**src/rtl/hazard_fwd_ctrl_pkg.sv**
```systemverilog
// hazard_fwd_ctrl_pkg: forwarding select codes, scoreboard slot type and select priority helper
package hazard_fwd_ctrl_pkg;
   localparam int SB_AW = 5;
   typedef enum logic [1:0] {
      FWD_RF  = 2'b00,
      FWD_WB  = 2'b01,
      FWD_MEM = 2'b10
   } fwd_sel_t;
   typedef struct packed {
      logic             valid;
      logic [SB_AW-1:0] dst;
      logic             reg_write;
      logic             is_load;
   } slot_t;
   // A load in EX cannot forward yet; that case is stalled and bubbled, so it never selects MEM.
   function automatic fwd_sel_t fwd_pick(logic ex_hit, logic ex_load, logic mem_hit);
      return (ex_hit & ~ex_load) ? FWD_MEM : mem_hit ? FWD_WB : FWD_RF;
   endfunction
endpackage

```
**src/rtl/hazard_fwd_ctrl_if.sv**
```systemverilog
// hazard_fwd_ctrl_if: ID-stage hazard inputs and pipeline control outputs
// master drives the ID-stage fields and branch resolution; slave (the controller) drives
// the enables, flushes, operand selects and event counters.
interface hazard_fwd_ctrl_if #(parameter int REG_AW = 5, parameter int CNT_W = 16);
   logic              id_valid;
   logic [REG_AW-1:0] id_rs;
   logic [REG_AW-1:0] id_rt;
   logic              id_use_rs;
   logic              id_use_rt;
   logic [REG_AW-1:0] id_dst;
   logic              id_reg_write;
   logic              id_mem_read;
   logic              ex_branch_taken;
   logic              pc_write;
   logic              ifid_write;
   logic              ifid_flush;
   logic              idex_flush;
   logic [1:0]        fwd_a_sel;
   logic [1:0]        fwd_b_sel;
   logic [CNT_W-1:0]  stall_cnt;
   logic [CNT_W-1:0]  flush_cnt;
   modport master (
      output id_valid, id_rs, id_rt, id_use_rs, id_use_rt, id_dst, id_reg_write, id_mem_read,
             ex_branch_taken,
      input  pc_write, ifid_write, ifid_flush, idex_flush, fwd_a_sel, fwd_b_sel, stall_cnt, flush_cnt
   );
   modport slave (
      input  id_valid, id_rs, id_rt, id_use_rs, id_use_rt, id_dst, id_reg_write, id_mem_read,
             ex_branch_taken,
      output pc_write, ifid_write, ifid_flush, idex_flush, fwd_a_sel, fwd_b_sel, stall_cnt, flush_cnt
   );
endinterface

```
**src/rtl/hazard_fwd_ctrl_hazard_match.sv**
```systemverilog
// hazard_match: flags an ID source register that is written by a scoreboard slot
// Inputs: ID valid, source number and its use bit; slot valid, dst and reg_write. Output: hit.
module hazard_match
   import hazard_fwd_ctrl_pkg::*;
(
   input  logic             id_valid,
   input  logic [SB_AW-1:0] src,
   input  logic             use_src,
   input  logic             slot_valid,
   input  logic [SB_AW-1:0] slot_dst,
   input  logic             slot_reg_write,
   output logic             hit
);
   // r0 is hardwired zero, so it never carries a dependency.
   assign hit = id_valid & use_src & (|src) & slot_valid & slot_reg_write & (slot_dst == src);
endmodule

```
**src/rtl/hazard_fwd_ctrl.sv**
```systemverilog
// hazard_fwd_ctrl: EX/MEM scoreboard driving load-use stalls, branch flushes and operand forwarding
// Ports: clk, rst_n (sync, active-low), bus (slave): ID-stage fields and branch in;
// PC/IF-ID enables, flushes, registered forward selects and saturating counters out.
module hazard_fwd_ctrl
   import hazard_fwd_ctrl_pkg::*;
#(
   parameter int REG_AW = SB_AW,
   parameter int CNT_W  = 16
) (
   input  logic            clk,
   input  logic            rst_n,
   hazard_fwd_ctrl_if.slave bus
);
   slot_t            ex_q, mem_q, ex_d;
   fwd_sel_t         fa_q, fb_q;
   logic [CNT_W-1:0] sc_q, fc_q;
   logic             ex_rs_hit, ex_rt_hit, mem_rs_hit, mem_rt_hit;
   logic             stall, flush, bubble;
   hazard_match u_ex_rs (
      .id_valid(bus.id_valid), .src(bus.id_rs[REG_AW-1:0]), .use_src(bus.id_use_rs),
      .slot_valid(ex_q.valid), .slot_dst(ex_q.dst), .slot_reg_write(ex_q.reg_write), .hit(ex_rs_hit)
   );
   hazard_match u_ex_rt (
      .id_valid(bus.id_valid), .src(bus.id_rt[REG_AW-1:0]), .use_src(bus.id_use_rt),
      .slot_valid(ex_q.valid), .slot_dst(ex_q.dst), .slot_reg_write(ex_q.reg_write), .hit(ex_rt_hit)
   );
   hazard_match u_mem_rs (
      .id_valid(bus.id_valid), .src(bus.id_rs[REG_AW-1:0]), .use_src(bus.id_use_rs),
      .slot_valid(mem_q.valid), .slot_dst(mem_q.dst), .slot_reg_write(mem_q.reg_write), .hit(mem_rs_hit)
   );
   hazard_match u_mem_rt (
      .id_valid(bus.id_valid), .src(bus.id_rt[REG_AW-1:0]), .use_src(bus.id_use_rt),
      .slot_valid(mem_q.valid), .slot_dst(mem_q.dst), .slot_reg_write(mem_q.reg_write), .hit(mem_rt_hit)
   );
   assign stall  = ex_q.is_load & (ex_rs_hit | ex_rt_hit);
   assign flush  = bus.ex_branch_taken;
   assign bubble = stall | flush;
   assign ex_d   = (bubble | ~bus.id_valid) ? slot_t'('0)
                 : slot_t'{1'b1, bus.id_dst[REG_AW-1:0], bus.id_reg_write, bus.id_mem_read};
   assign bus.pc_write   = ~stall | flush;
   assign bus.ifid_write = ~stall | flush;
   assign bus.ifid_flush = flush;
   assign bus.idex_flush = bubble;
   assign bus.fwd_a_sel  = fa_q;
   assign bus.fwd_b_sel  = fb_q;
   assign bus.stall_cnt  = sc_q;
   assign bus.flush_cnt  = fc_q;
   always_ff @(posedge clk) begin
      if (!rst_n) begin
         ex_q  <= '0;
         mem_q <= '0;
         fa_q  <= FWD_RF;
         fb_q  <= FWD_RF;
         sc_q  <= '0;
         fc_q  <= '0;
      end else begin
         mem_q <= ex_q;
         ex_q  <= ex_d;
         fa_q  <= bubble ? FWD_RF : fwd_pick(ex_rs_hit, ex_q.is_load, mem_rs_hit);
         fb_q  <= bubble ? FWD_RF : fwd_pick(ex_rt_hit, ex_q.is_load, mem_rt_hit);
         // A flush discards a coincident stall, so only unflushed stalls are counted.
         if (stall & ~flush & ~&sc_q) sc_q <= sc_q + 1'b1;
         if (flush & ~&fc_q) fc_q <= fc_q + 1'b1;
      end
   end
endmodule

```
**src/flat_wrapper.sv**
```systemverilog
// flat-port wrapper written by rule: the top's interface ports become plain ports
module hazard_fwd_ctrl_flat import hazard_fwd_ctrl_pkg::*;
#(
   parameter int REG_AW = SB_AW,
   parameter int CNT_W  = 16
)
  (clk, rst_n, bus_id_valid, bus_id_rs, bus_id_rt, bus_id_use_rs, bus_id_use_rt, bus_id_dst, bus_id_reg_write, bus_id_mem_read, bus_ex_branch_taken, bus_pc_write, bus_ifid_write, bus_ifid_flush, bus_idex_flush, bus_fwd_a_sel, bus_fwd_b_sel, bus_stall_cnt, bus_flush_cnt);
  hazard_fwd_ctrl_if #(.REG_AW(REG_AW), .CNT_W(CNT_W)) bus_i ();
  input  logic clk;
  input  logic rst_n;
  input wire logic [$bits(bus_i.id_valid)-1:0] bus_id_valid;
  input wire logic [$bits(bus_i.id_rs)-1:0] bus_id_rs;
  input wire logic [$bits(bus_i.id_rt)-1:0] bus_id_rt;
  input wire logic [$bits(bus_i.id_use_rs)-1:0] bus_id_use_rs;
  input wire logic [$bits(bus_i.id_use_rt)-1:0] bus_id_use_rt;
  input wire logic [$bits(bus_i.id_dst)-1:0] bus_id_dst;
  input wire logic [$bits(bus_i.id_reg_write)-1:0] bus_id_reg_write;
  input wire logic [$bits(bus_i.id_mem_read)-1:0] bus_id_mem_read;
  input wire logic [$bits(bus_i.ex_branch_taken)-1:0] bus_ex_branch_taken;
  output wire logic [$bits(bus_i.pc_write)-1:0] bus_pc_write;
  output wire logic [$bits(bus_i.ifid_write)-1:0] bus_ifid_write;
  output wire logic [$bits(bus_i.ifid_flush)-1:0] bus_ifid_flush;
  output wire logic [$bits(bus_i.idex_flush)-1:0] bus_idex_flush;
  output wire logic [$bits(bus_i.fwd_a_sel)-1:0] bus_fwd_a_sel;
  output wire logic [$bits(bus_i.fwd_b_sel)-1:0] bus_fwd_b_sel;
  output wire logic [$bits(bus_i.stall_cnt)-1:0] bus_stall_cnt;
  output wire logic [$bits(bus_i.flush_cnt)-1:0] bus_flush_cnt;
  assign bus_i.id_valid = bus_id_valid;
  assign bus_i.id_rs = bus_id_rs;
  assign bus_i.id_rt = bus_id_rt;
  assign bus_i.id_use_rs = bus_id_use_rs;
  assign bus_i.id_use_rt = bus_id_use_rt;
  assign bus_i.id_dst = bus_id_dst;
  assign bus_i.id_reg_write = bus_id_reg_write;
  assign bus_i.id_mem_read = bus_id_mem_read;
  assign bus_i.ex_branch_taken = bus_ex_branch_taken;
  assign bus_pc_write = bus_i.pc_write;
  assign bus_ifid_write = bus_i.ifid_write;
  assign bus_ifid_flush = bus_i.ifid_flush;
  assign bus_idex_flush = bus_i.idex_flush;
  assign bus_fwd_a_sel = bus_i.fwd_a_sel;
  assign bus_fwd_b_sel = bus_i.fwd_b_sel;
  assign bus_stall_cnt = bus_i.stall_cnt;
  assign bus_flush_cnt = bus_i.flush_cnt;
  hazard_fwd_ctrl #(.REG_AW(REG_AW), .CNT_W(CNT_W)) u_core (.clk(clk), .rst_n(rst_n), .bus(bus_i));
endmodule
```
**config.mk**
```make
export PLATFORM = sky130hd
export DESIGN_NAME = hazard_fwd_ctrl_flat
export DESIGN_NICKNAME = d
export VERILOG_FILES = /design/src/rtl/hazard_fwd_ctrl_pkg.sv /design/src/rtl/hazard_fwd_ctrl_if.sv /design/src/rtl/hazard_fwd_ctrl_hazard_match.sv /design/src/rtl/hazard_fwd_ctrl.sv /design/src/flat_wrapper.sv
export SDC_FILE = /design/constraint.sdc
export NUM_CORES = 1
export LEC_CHECK = 0
export BUFFER_PORTS_ARGS = -buffer_cell sky130_fd_sc_hd__buf_2
export CELL_PAD_IN_SITES_DETAIL_PLACEMENT = 2
export CELL_PAD_IN_SITES_GLOBAL_PLACEMENT = 2
export CORE_MARGIN = 4
export CORE_UTILIZATION = 33
export CTS_CLUSTER_SIZE = 20
export DETAILED_ROUTE_END_ITERATION = 16
export MAX_ROUTING_LAYER = met4
export PLACE_DENSITY_LB_ADDON = 0.1
export SYNTH_ARGS = -nofsm -noshare
export SYNTH_HDL_FRONTEND = slang
export SYNTH_SLANG_ARGS = --single-unit
```
**constraint.sdc**
```tcl
create_clock -name clk -period 5.1 [get_ports clk]
set_clock_uncertainty 0.1 [all_clocks]
set_input_delay 1.02 -clock clk [delete_from_list [all_inputs] [get_ports clk]]
set_output_delay 1.02 -clock clk [all_outputs]
set_load 0.01 [all_outputs]
```
==> flow_metrics.tcl <==
set metrics [dict create \
    status "finished clean" \
    path_delay_family "simple AND/OR/NAND/NOR gates" \
    finalSetupTns_ns 0 \
    maxCapViolations 0 \
    coreArea_um2 6907 \
    fin_crit_sh_pct 74.25 \
    initial_core_util_pct 34.58 \
    avgViaCountPerCell 5.087 \
    route.met2.wl_um 3312 \
    postSynthNetCount 294 \
    setup_viol 0 \
    cts_made_buffers 5 \
    rr_startpoint "u_core.bus.stall_cnt[1]" \
    dp_hpwl_um 5274 \
    die_area_um2 8663 \
    netlist_instances 269 \
    cp-end-kind "primary output" \
    crit_path_start "bus_id_rs[1]" \
    grtUsageTotal_pct 16.98 \
    worstHoldStart "u_core.ex_q[7]" \
    insertion_delay_ns 0.30 \
    n_fill_cell 826 \
    dp_worst_setup_slack_ns 1.320 \
    wl_per_cell_um 16.42 \
    layout_commonest_cell "buf_2" \
    num_rows 30 \
    hold_class "reg2reg" \
    top_layer "met4" \
    place_congestion 0.8354 \
    critPathBufInv 2 \
    drive_gt1_share_pct 23.71 \
    clk_path_buf_depth 2 \
    synth_area_um2 2389 \
    grt_pass1_wl_um 11500 \
    ios 63 \
    grt_pass1_vias 2279 \
    met1_length_um 3286 \
    grt_max_degree 30 \
    htreeDepth 2 \
    power_density_nw_per_um2 271.8 \
    slew_viol_final 0 \
    peakVddDrop_uv 132.8 \
    cts_tree "built" \
    max_slew.worst_pin.slew_ns 0.9248 \
    max_freq_mhz 264.1 \
    path_clk_slew_ns 0.09 \
    path_class "in2out" \
    overflow 0 \
    clockRootBuffer "clkbuf_8" \
    post_cts_resized 0 \
    slowest_delay_ns 0.55 \
    cp_slowest_cell "or4_1" \
    wl_met3_um 298 \
    die_y_um 93.08 \
    finalNetCount 353 \
    drc 0 \
    rsz0062_at_grt "false" \
    ys_warn_count 0 \
    syn2layout_area_growth_pct 21.42 \
    mostFrequentLayoutCells "buf_2 (62), dfxtp_1 (51), nor2_1 (25), xnor2_1 (23), nand2_1 (16)" \
    crit_chain "buf_2 -> or4_1 -> o211ai_2 -> or4_1 -> nand2_1 -> a21o_1 -> buf_2" \
    routed_wl_um 6979 \
    grt_antenna_before_repair 0 \
    port_buffers 62 \
    antennaDiodeCount 0 \
    first_iter_violations 60 \
    syn_avg_cell_area_um2 8.879 \
    cts.sinks 51 \
    yosysSeqAreaShare_pct 42.74 \
    vias 2162 \
    finalWorstSetupSlack_ns 1.313 \
    cp-start-kind "primary input" \
    postCtsSetupRepairBufs 0 \
    ys_ff_latch 51 \
    relSlewSlack_pct 38.28 \
    cp.arrival_ns 2.67 \
    worstPathMaxFanout 6 \
    synthDistinctLibCells 39 \
    leakagePower_nw 1.119 \
    hold_viol 0 \
    required_ns 3.98 \
    firstDrtPassIters 4 \
    hold_buffers 0 \
    post-route-min-period_ns 3.787 \
    fp.dieW_um 93.08 \
    postRouteAntennaNets 0 \
]
-- cells by family after synthesis --
logic type	synth area share, %
fa+ha+maj	1.048
buf+inv	4.033
compound gates	12.05
xor+xnor	13.57
simple gates	26.14
mux	0.4191
flops	42.74
-- registers in the layout (all words and copies together), names as in the netlist --
signal	count
u_core.bus.fwd_a_sel	2
u_core.bus.flush_cnt	16
u_core.bus.stall_cnt	16
u_core.ex_q	8
u_core.mem_q	7
u_core.bus.fwd_b_sel	2
-- power breakdown --
group | switching (W) | internal [W] | leakage, nW
Combinational | 0.0000256 | 0.0000207 | 0.642
Sequential | 0.00000526 | 0.000402 | 0.412
Clock | 0.000139 | 0.000196 | 0.0644
-- area by class of cell --
cell class	instances	area, µm²	share of cell area, %
multi-input cells	199	1271	43.83
flip-flops and latches	51	1021	35.20
repair buffers	64	325.3	11.22
well taps	96	120.1	4.141
clock buffers	5	68.82	2.373
clock inverters	3	67.56	2.330
inverters	7	26.28	0.9060
-- routing by layer --
layer | up-vias | track usage [%]
met5 | - | -
met4 | 0 | 4.518
met3 | 6 | 3.540
met2 | 41 | 27.35
met1 | 1052 | 21.74
li1 | 1063 | -
-- stage by stage --
| step | instance area [µm²] | hold slack [ns] | utilization (%) | power, W | cells |
|---|---|---|---|---|---|
| after global placement | 2764 | 0.3392 | 40.02 | 0.0004629 | 417 |
| after floorplan | 2389 | 0.3296 | - | 0.0004415 | 269 |
| final | 2900 | 0.3707 | 41.99 | 0.0007884 | 425 |
| after detailed placement | 2764 | 0.3505 | 40.02 | 0.0004640 | 417 |
| after global routing | 2900 | 0.4015 | 41.99 | 0.0008209 | 425 |
| after CTS | 2900 | 0.3738 | 41.99 | 0.0008020 | 425 |
-- cell usage after synthesis, drive strengths merged --
cell type | count | area (µm²)
nand3b | 1 | 7.510
a2111oi | 1 | 15.01
o221a | 1 | 11.26
buf | 7 | 51.29
a21oi | 13 | 65.06
dfxtp | 51 | 1021
a311o | 1 | 10.01
and2 | 15 | 93.84
nor4 | 5 | 31.28
nor2b | 1 | 6.260
xnor2 | 23 | 201.4
o211ai | 2 | 25.02
and4 | 1 | 8.760
or4 | 10 | 78.82
a211oi | 2 | 20.02
nand4 | 12 | 75.07
nand2 | 16 | 60.06
xor2 | 14 | 122.6
a21boi | 1 | 7.510
a31oi | 1 | 6.260
ha | 2 | 25.02
o211a | 2 | 20.02
mux2i | 1 | 10.01
nor3 | 7 | 35.03
nand3 | 13 | 65.06
or3 | 6 | 37.54
a21o | 2 | 15.01
and3 | 2 | 12.51
nand2b | 3 | 18.77
o21ai | 11 | 55.05
o31ai | 5 | 37.54
nor2 | 25 | 93.84
clkbuf | 5 | 18.77
inv | 7 | 26.28
-- final timing paths --
| kind | end | cells after the start | slack, ns |
|---|---|---|---|
| hold reg to reg | u_core.mem_q[7] | 1 | 0.37 |
| hold / removal | u_core.mem_q[7] | 1 | 0.37 |
| setup / recovery | bus_idex_flush | 7 | 1.31 |
| setup reg to reg | u_core.bus.stall_cnt[2] | 7 | 2.54 |
Power figures use the tool's default switching activity.
